### src/rtl/tqvp_cattuto_ws2812b_stream_if.sv
// tqvp_cattuto_ws2812b_stream_if: TinyQV byte-peripheral bus bundle for the WS2812B stream driver
//   address     4  register select (master -> slave)
//   data_write  1  one-cycle write strobe (master -> slave)
//   data_in     8  write data (master -> slave)
//   data_out    8  combinational read data (slave -> master)
interface tqvp_cattuto_ws2812b_stream_if;
    logic [3:0] address;
    logic       data_write;
    logic [7:0] data_in;
    logic [7:0] data_out;
    modport master (output address, data_write, data_in, input data_out);
    modport slave  (input address, data_write, data_in, output data_out);
endinterface

### src/rtl/tqvp_cattuto_ws2812b_stream.sv
// tqvp_cattuto_ws2812b_stream: queued WS2812B/SK6812 strip driver behind the TinyQV byte bus
//   clk      system clock
//   rst_n    synchronous reset, active low
//   bus      slave side of the byte-peripheral bus (address/data_write/data_in/data_out)
//   led_out  serial data to the strip
//   idle     FIFO empty and serializer idle
// Software stages one pixel (G/R/B[/W]) and pushes it as a command
// {latch, blank, rep}; a FIFO decouples the CPU from the wire timing.
module tqvp_cattuto_ws2812b_stream #(
    parameter int FIFO_DEPTH = 4,
    parameter int BPP        = 3,
    parameter int T0H        = 26,
    parameter int T1H        = 51,
    parameter int TBIT       = 80,
    parameter int TRST       = 5120
) (
    input  logic                          clk,
    input  logic                          rst_n,
    tqvp_cattuto_ws2812b_stream_if.slave  bus,
    output logic                          led_out,
    output logic                          idle
);
    localparam int AW = $clog2(FIFO_DEPTH);
    localparam int PW = 8 * BPP;
    localparam int EW = 8 + PW;
    localparam int CW = $clog2(TRST + 1);
    localparam logic [5:0] NBITS = 6'(PW);
    // HIGH is the only state with bit 2 set, so led_out is a bare flop output.
    localparam logic [2:0] S_IDLE  = 3'b000;
    localparam logic [2:0] S_LOAD  = 3'b001;
    localparam logic [2:0] S_LOW   = 3'b010;
    localparam logic [2:0] S_LATCH = 3'b011;
    localparam logic [2:0] S_HIGH  = 3'b100;

    logic [7:0]    g_q, r_q, b_q, w_q;
    logic          ovf;
    logic [EW-1:0] mem [FIFO_DEPTH];
    logic [AW-1:0] wr_ptr, rd_ptr;
    logic [AW:0]   level;
    logic [2:0]    state;
    logic [CW-1:0] cnt;
    logic [5:0]    bit_cnt;
    logic [5:0]    rep_cnt;
    logic          cur_latch;
    logic [PW-1:0] cur_pix, shreg;
    logic [PW-1:0] stage_pix;
    logic [EW-1:0] head;
    logic [CW-1:0] high_last;
    logic          full, empty, push, accept, pop, bit_end, last_bit;

    generate
        if (BPP == 4) begin : g_rgbw
            assign stage_pix = {g_q, r_q, b_q, w_q};
        end else begin : g_rgb
            assign stage_pix = {g_q, r_q, b_q};
        end
    endgenerate

    assign full      = level == (AW+1)'(FIFO_DEPTH);
    assign empty     = level == '0;
    assign push      = bus.data_write && bus.address == 4'h0;
    // Fullness is judged on occupancy before any same-cycle pop.
    assign accept    = push && !full;
    assign head      = mem[rd_ptr];
    assign high_last = shreg[PW-1] ? CW'(T1H - 1) : CW'(T0H - 1);
    assign bit_end   = state == S_LOW && cnt == CW'(TBIT - 1);
    assign last_bit  = bit_end && bit_cnt == 6'd1 && rep_cnt == 6'd0;
    // Pop from IDLE, or at the end of a non-latching pixel so the next one follows after a single LOAD cycle.
    assign pop       = !empty && (state == S_IDLE || (last_bit && !cur_latch));
    assign led_out   = state[2];
    assign idle      = state == S_IDLE && empty;

    always_comb begin
        bus.data_out = bus.address == 4'h0 ? {ovf, 3'b000, !empty, state == S_LATCH, idle, !full} :
                       bus.address == 4'h1 ? g_q :
                       bus.address == 4'h2 ? r_q :
                       bus.address == 4'h3 ? b_q :
                       bus.address == 4'h4 ? (BPP == 4 ? w_q : 8'h00) :
                       bus.address == 4'h5 ? 8'(level) : 8'h00;
    end

    always_ff @(posedge clk) begin
        if (!rst_n) begin
            g_q <= '0;
            r_q <= '0;
            b_q <= '0;
            w_q <= '0;
            ovf <= 1'b0;
        end else begin
            g_q <= (bus.data_write && bus.address == 4'h1) ? bus.data_in : g_q;
            r_q <= (bus.data_write && bus.address == 4'h2) ? bus.data_in : r_q;
            b_q <= (bus.data_write && bus.address == 4'h3) ? bus.data_in : b_q;
            w_q <= (BPP == 4 && bus.data_write && bus.address == 4'h4) ? bus.data_in : w_q;
            ovf <= (push && full) ? 1'b1 : (bus.data_write && bus.address == 4'h5) ? 1'b0 : ovf;
        end
    end

    // Entry layout: {latch, blank, rep[5:0], pixel}; the pixel is a snapshot of staging at push time.
    always_ff @(posedge clk) begin
        if (accept) mem[wr_ptr] <= {bus.data_in, stage_pix};
    end

    always_ff @(posedge clk) begin
        if (!rst_n) begin
            wr_ptr <= '0;
            rd_ptr <= '0;
            level  <= '0;
        end else begin
            wr_ptr <= accept ? wr_ptr + 1'b1 : wr_ptr;
            rd_ptr <= pop ? rd_ptr + 1'b1 : rd_ptr;
            level  <= level + (AW+1)'(accept) - (AW+1)'(pop);
        end
    end

    always_ff @(posedge clk) begin
        if (!rst_n) begin
            state     <= S_IDLE;
            cnt       <= '0;
            bit_cnt   <= '0;
            rep_cnt   <= '0;
            cur_latch <= 1'b0;
            cur_pix   <= '0;
            shreg     <= '0;
        end else begin
            case (state)
                S_IDLE: state <= pop ? S_LOAD : S_IDLE;
                S_LOAD: begin
                    shreg   <= cur_pix;
                    bit_cnt <= NBITS;
                    cnt     <= '0;
                    state   <= S_HIGH;
                end
                S_HIGH: begin
                    cnt   <= cnt + 1'b1;
                    state <= cnt == high_last ? S_LOW : S_HIGH;
                end
                S_LOW: begin
                    if (!bit_end) begin
                        cnt <= cnt + 1'b1;
                    end else begin
                        cnt <= '0;
                        if (bit_cnt != 6'd1) begin
                            shreg   <= shreg << 1;
                            bit_cnt <= bit_cnt - 1'b1;
                            state   <= S_HIGH;
                        end else if (rep_cnt != 6'd0) begin
                            // Repeats restart the same pixel with no gap between copies.
                            shreg   <= cur_pix;
                            bit_cnt <= NBITS;
                            rep_cnt <= rep_cnt - 1'b1;
                            state   <= S_HIGH;
                        end else begin
                            state <= cur_latch ? S_LATCH : pop ? S_LOAD : S_IDLE;
                        end
                    end
                end
                S_LATCH: begin
                    cnt   <= cnt == CW'(TRST - 1) ? '0 : cnt + 1'b1;
                    state <= cnt == CW'(TRST - 1) ? S_IDLE : S_LATCH;
                end
                default: state <= S_IDLE;
            endcase
            // A pop only happens with rep_cnt already 0, so this never collides with the decrement above.
            if (pop) begin
                cur_latch <= head[EW-1];
                rep_cnt   <= head[EW-3 -: 6];
                cur_pix   <= head[EW-2] ? '0 : head[PW-1:0];
            end
        end
    end
endmodule
### src/flat_wrapper.sv
// flat-port wrapper written by rule: the top's interface ports become plain ports
module tqvp_cattuto_ws2812b_stream_flat 
#(
    parameter int FIFO_DEPTH = 4,
    parameter int BPP        = 3,
    parameter int T0H        = 26,
    parameter int T1H        = 51,
    parameter int TBIT       = 80,
    parameter int TRST       = 5120
)
  (clk, rst_n, led_out, idle, bus_address, bus_data_write, bus_data_in, bus_data_out);
  tqvp_cattuto_ws2812b_stream_if bus_i ();
  input  logic clk;
  input  logic rst_n;
  output logic led_out;
  output logic idle;
  input wire logic [$bits(bus_i.address)-1:0] bus_address;
  input wire logic [$bits(bus_i.data_write)-1:0] bus_data_write;
  input wire logic [$bits(bus_i.data_in)-1:0] bus_data_in;
  output wire logic [$bits(bus_i.data_out)-1:0] bus_data_out;
  assign bus_i.address = bus_address;
  assign bus_i.data_write = bus_data_write;
  assign bus_i.data_in = bus_data_in;
  assign bus_data_out = bus_i.data_out;
  tqvp_cattuto_ws2812b_stream #(.FIFO_DEPTH(FIFO_DEPTH), .BPP(BPP), .T0H(T0H), .T1H(T1H), .TBIT(TBIT), .TRST(TRST)) u_core (.clk(clk), .rst_n(rst_n), .bus(bus_i), .led_out(led_out), .idle(idle));
endmodule
### config.mk
export PLATFORM = sky130hd
export DESIGN_NAME = tqvp_cattuto_ws2812b_stream_flat
export DESIGN_NICKNAME = d
export VERILOG_FILES = /design/src/rtl/tqvp_cattuto_ws2812b_stream_if.sv /design/src/rtl/tqvp_cattuto_ws2812b_stream.sv /design/src/flat_wrapper.sv
export SDC_FILE = /design/constraint.sdc
export NUM_CORES = 1
export LEC_CHECK = 0
export BUFFER_PORTS_ARGS = -buffer_cell sky130_fd_sc_hd__buf_2
export CORE_ASPECT_RATIO = 0.75
export CORE_UTILIZATION = 65
export DETAILED_ROUTE_END_ITERATION = 10
export GPL_ROUTABILITY_DRIVEN = 0
export PLACE_DENSITY = 0.81
export SLEW_MARGIN = 20
export SYNTH_ARGS = -nofsm -noshare
export SYNTH_HDL_FRONTEND = slang
export SYNTH_SLANG_ARGS = --single-unit
### constraint.sdc
create_clock -name clk -period 5.6 [get_ports clk]
set_input_delay 1.12 -clock clk [delete_from_list [all_inputs] [get_ports clk]]
set_output_delay 1.12 -clock clk [all_outputs]
set_load 0.02 [all_outputs]
==> impl_metrics.env <==
export IMPL_max_cap_violations=0
export IMPL_worst_slack_ps=1524
export IMPL_synthFlopType="edfxtp_1"
export IMPL_syn_instance_count=856
export IMPL_holdPathStages=2
export IMPL_rr_worst_depth=12
export IMPL_synth_warnings=0
export IMPL_hold_viol=0
export IMPL_syn_area_per_cell_um2=12.08
export IMPL_r2r_slack_ps=2010
export IMPL_clk_latency_ps=510
export IMPL_startpoint_type="input port"
export IMPL_post_route_min_period_ps=4076
export IMPL_num_io_pins=25
export IMPL_drtIter0Drc=615
export IMPL_cts_setup_buffers=0
export IMPL_nNetsFinal=880
export IMPL_portBuffers=24
export IMPL_final_cells=1075
export IMPL_dp_cells=1033
export IMPL_cts_root_buf="clkbuf_16"
export IMPL_crit_buf_inv=2
export IMPL_cp_arrival_ps=2960
export IMPL_numCtsBuffers=23
export IMPL_clock_sinks=239
export IMPL_finalCritPeriodShare=0.7278
export IMPL_p_total_mw=5.048
export IMPL_h_tree_depth=1
export IMPL_first_pass_iters=6
export IMPL_worstSetupPathType="input port to output port"
export IMPL_crit_path_frequent_cell="buf_2"
export IMPL_fmax_mhz=245.4
export IMPL_finalMaxSlewViolations=0
export IMPL_final_area_um2=11330
export IMPL_dp_hpwl_um=14690
export IMPL_cp_max_fo=10
export IMPL_synthArstFlopShare=0
export IMPL_crit_required_ps=4480
export IMPL_cp_slowest_stage_delay_ps=540
export IMPL_drive_gt1_frac=0.1414
export IMPL_antennaDiodeCount=0
export IMPL_vias=7172
export IMPL_syn_cell_area_um2=10340
export IMPL_use_met3=0.04486
export IMPL_ir_worst_vdd_mv=0.3210
export IMPL_ys_seq_elements=239
export IMPL_initial_utilization=0.6729
export IMPL_track_usage=0.2917
export IMPL_crit_family="simple AND/OR/NAND/NOR gates"
export IMPL_die_x_um=147.7
export IMPL_placed_area_um2=10560
export IMPL_cellPowerDensity_nw_per_um2=445.7
export IMPL_antenna_found_initial=0
export IMPL_cts_tree="yes"
export IMPL_area_growth_pct=9.496
export IMPL_drc=0
export IMPL_routed_wl_um=23240
export IMPL_grt_util_met1=0.4278
export IMPL_ys_types=68
export IMPL_grt_pass1_wl_um=37090
export IMPL_finalClockSkew_ps=19.42
export IMPL_p_leak_nw=3.901
export IMPL_timing_rr_start="u_core.cnt[0]"
export IMPL_detail_route_antenna_nets=0
export IMPL_end_kind="output port"
export IMPL_setup_tns_ps=0
export IMPL_path_clk_slew_ps=60
export IMPL_grt_busiest_layer="met2"
export IMPL_grt_use_met2=0.4538
export IMPL_hold_path_startpoint="u_core.shreg[13]"
export IMPL_fillerInstances=956
export IMPL_die_area_um2=16430
export IMPL_rsz0062_at_grt="no"
export IMPL_max_slew_margin=0.3984
export IMPL_viasPerCell=6.672
export IMPL_die_h_um=111.2
export IMPL_synth_edf_count=128
export IMPL_status="finished clean"
export IMPL_grt_ovfl_total=0
export IMPL_cts_hold_buf=0
export IMPL_post_drt_wl_per_cell_um=21.62
export IMPL_pre_cts_ws_ps=1614
export IMPL_grt_pass1_vias=6836
export IMPL_crit_chain="buf_2 -> or3b_2 -> nor2_1 -> a22o_1 -> a32o_1 -> buf_2"
export IMPL_hp_class="flop to flop"
export IMPL_post_cts_resized=0
export IMPL_hold_end="u_core.shreg[13]"
export IMPL_tightest_slew_ps=894.2
export IMPL_r2r_end="u_core.level[2]"
export IMPL_syn_nets=883
export IMPL_clockBufferDepth=3
export IMPL_setup_violations_final=0
export IMPL_num_rows=39
export IMPL_critPathSlowestCell="or3b_2"
export IMPL_grt_max_degree=57
export IMPL_ys_seq_area_frac=0.5864
export IMPL_core_area_um2=15370
## where the power goes
group,internal (mW),switching (mW)
logic,0.532,0.795
registers,2.00,0.149
clock network,0.921,0.654
total,3.45,1.60
## final cells by class
type	instances	area (µm²)	share of cell area
flip-flops and latches	239	6067	0.5357
inverters	40	150.1	0.01326
well taps	205	256.5	0.02265
clock inverters	15	156.4	0.01381
multi-input cells	513	3875	0.3421
repair buffers	36	210.2	0.01856
clock buffers	27	610.6	0.05391
## state kept, by name, summed over array words and instances (netlist names), 3 cells and up, named ones only
name	cells
u_core.level	3
u_core.g_q	8
u_core.state	3
u_core.r_q	8
u_core.cur_pix	24
u_core.bit_cnt	6
u_core.mem	128
u_core.shreg	24
u_core.b_q	8
u_core.cnt	13
u_core.rep_cnt	6
## worst reg2reg max path: stages (launching register included)
cell and delay, ps:
dfxtp_1 440, ha_1 270, and4_1 280, nand4_2 280
o41ai_2 820, nand2_1 240, inv_1 110, ha_1 130
inv_1 50, ha_1 200, fa_1 390, xnor2_1 190
nor2_1 60
## synth_stat cells (4+ instances only)
master	instances	area, µm²
nor2_1	37	138.9
nand2b_1	7	43.79
clkbuf_1	50	187.7
nor3_1	7	35.03
o21ai_0	47	235.2
xnor2_1	8	70.07
nand4_1	8	50.05
inv_1	40	150.1
and3_1	4	25.02
edfxtp_1	128	3844
mux2i_1	19	190.2
o31ai_1	4	30.03
a21oi_1	63	315.3
o211ai_1	5	37.54
o221ai_1	5	43.79
mux4_2	32	720.7
xor2_1	4	35.03
dfxtp_1	111	2222
nor2b_1	26	162.7
nand3_1	28	140.1
a2111oi_0	20	175.2
buf_2	8	40.04
a211oi_1	22	165.2
or4b_1	24	240.2
ha_1	11	137.6
and2_1	10	62.56
a31o_2	4	35.03
nand2_1	57	214.0
nor4_1	6	37.54
## through the flow
step | utilization | hold WS, ps
after floorplan | - | 431.7
after global placement | 0.6869 | 443.1
after detailed placement | 0.6869 | 443.9
after CTS | 0.7368 | 456.8
after global routing | 0.7368 | 472.2
final | 0.7368 | 456.3
## per-layer routing
metal,routed length [µm],share of wire,vias up
met5,0,0,-
met4,557,0.024,0
met3,1996,0.086,52
met2,10930,0.47,352
met1,9758,0.42,3517
li1,-,-,3251
## kinds of logic after synthesis
group,count (synthesis),share of synthesized area
AO/OA/AOI/OAI,202,0.1291
buffers and inverters,104,0.04052
adder cells (fa/ha/maj),12,0.01524
AND/OR/NAND/NOR,234,0.1283
multiplexers,53,0.09024
XOR/XNOR,12,0.01016
flip-flops,239,0.5864
## worst max path at each step
stage,startpoint,end,slack (ps),cells past startpoint
2_1_floorplan,bus_address[0],u_core.mem[0][0],1900,5
3_3_place_gp,bus_address[3],bus_data_out[2],1650,6
3_5_place_dp,bus_address[3],bus_data_out[2],1610,6
4_1_cts,bus_address[3],bus_data_out[2],1580,6
5_1_grt,bus_address[3],bus_data_out[2],1440,6
6_report,bus_address[3],bus_data_out[2],1520,6
## cell usage in the layout (no fill, tap or decap), types with 26 or more instances in the layout
cell      count
nand2_1      57
a21oi_1      62
inv_1        39
nor2b_1      26
mux4_2       32
dfxtp_1     110
edfxtp_1    128
nor2_1       37
nand3_1      28
o21ai_0      47
No activity file was read; power rests on OpenSTA's default activity.
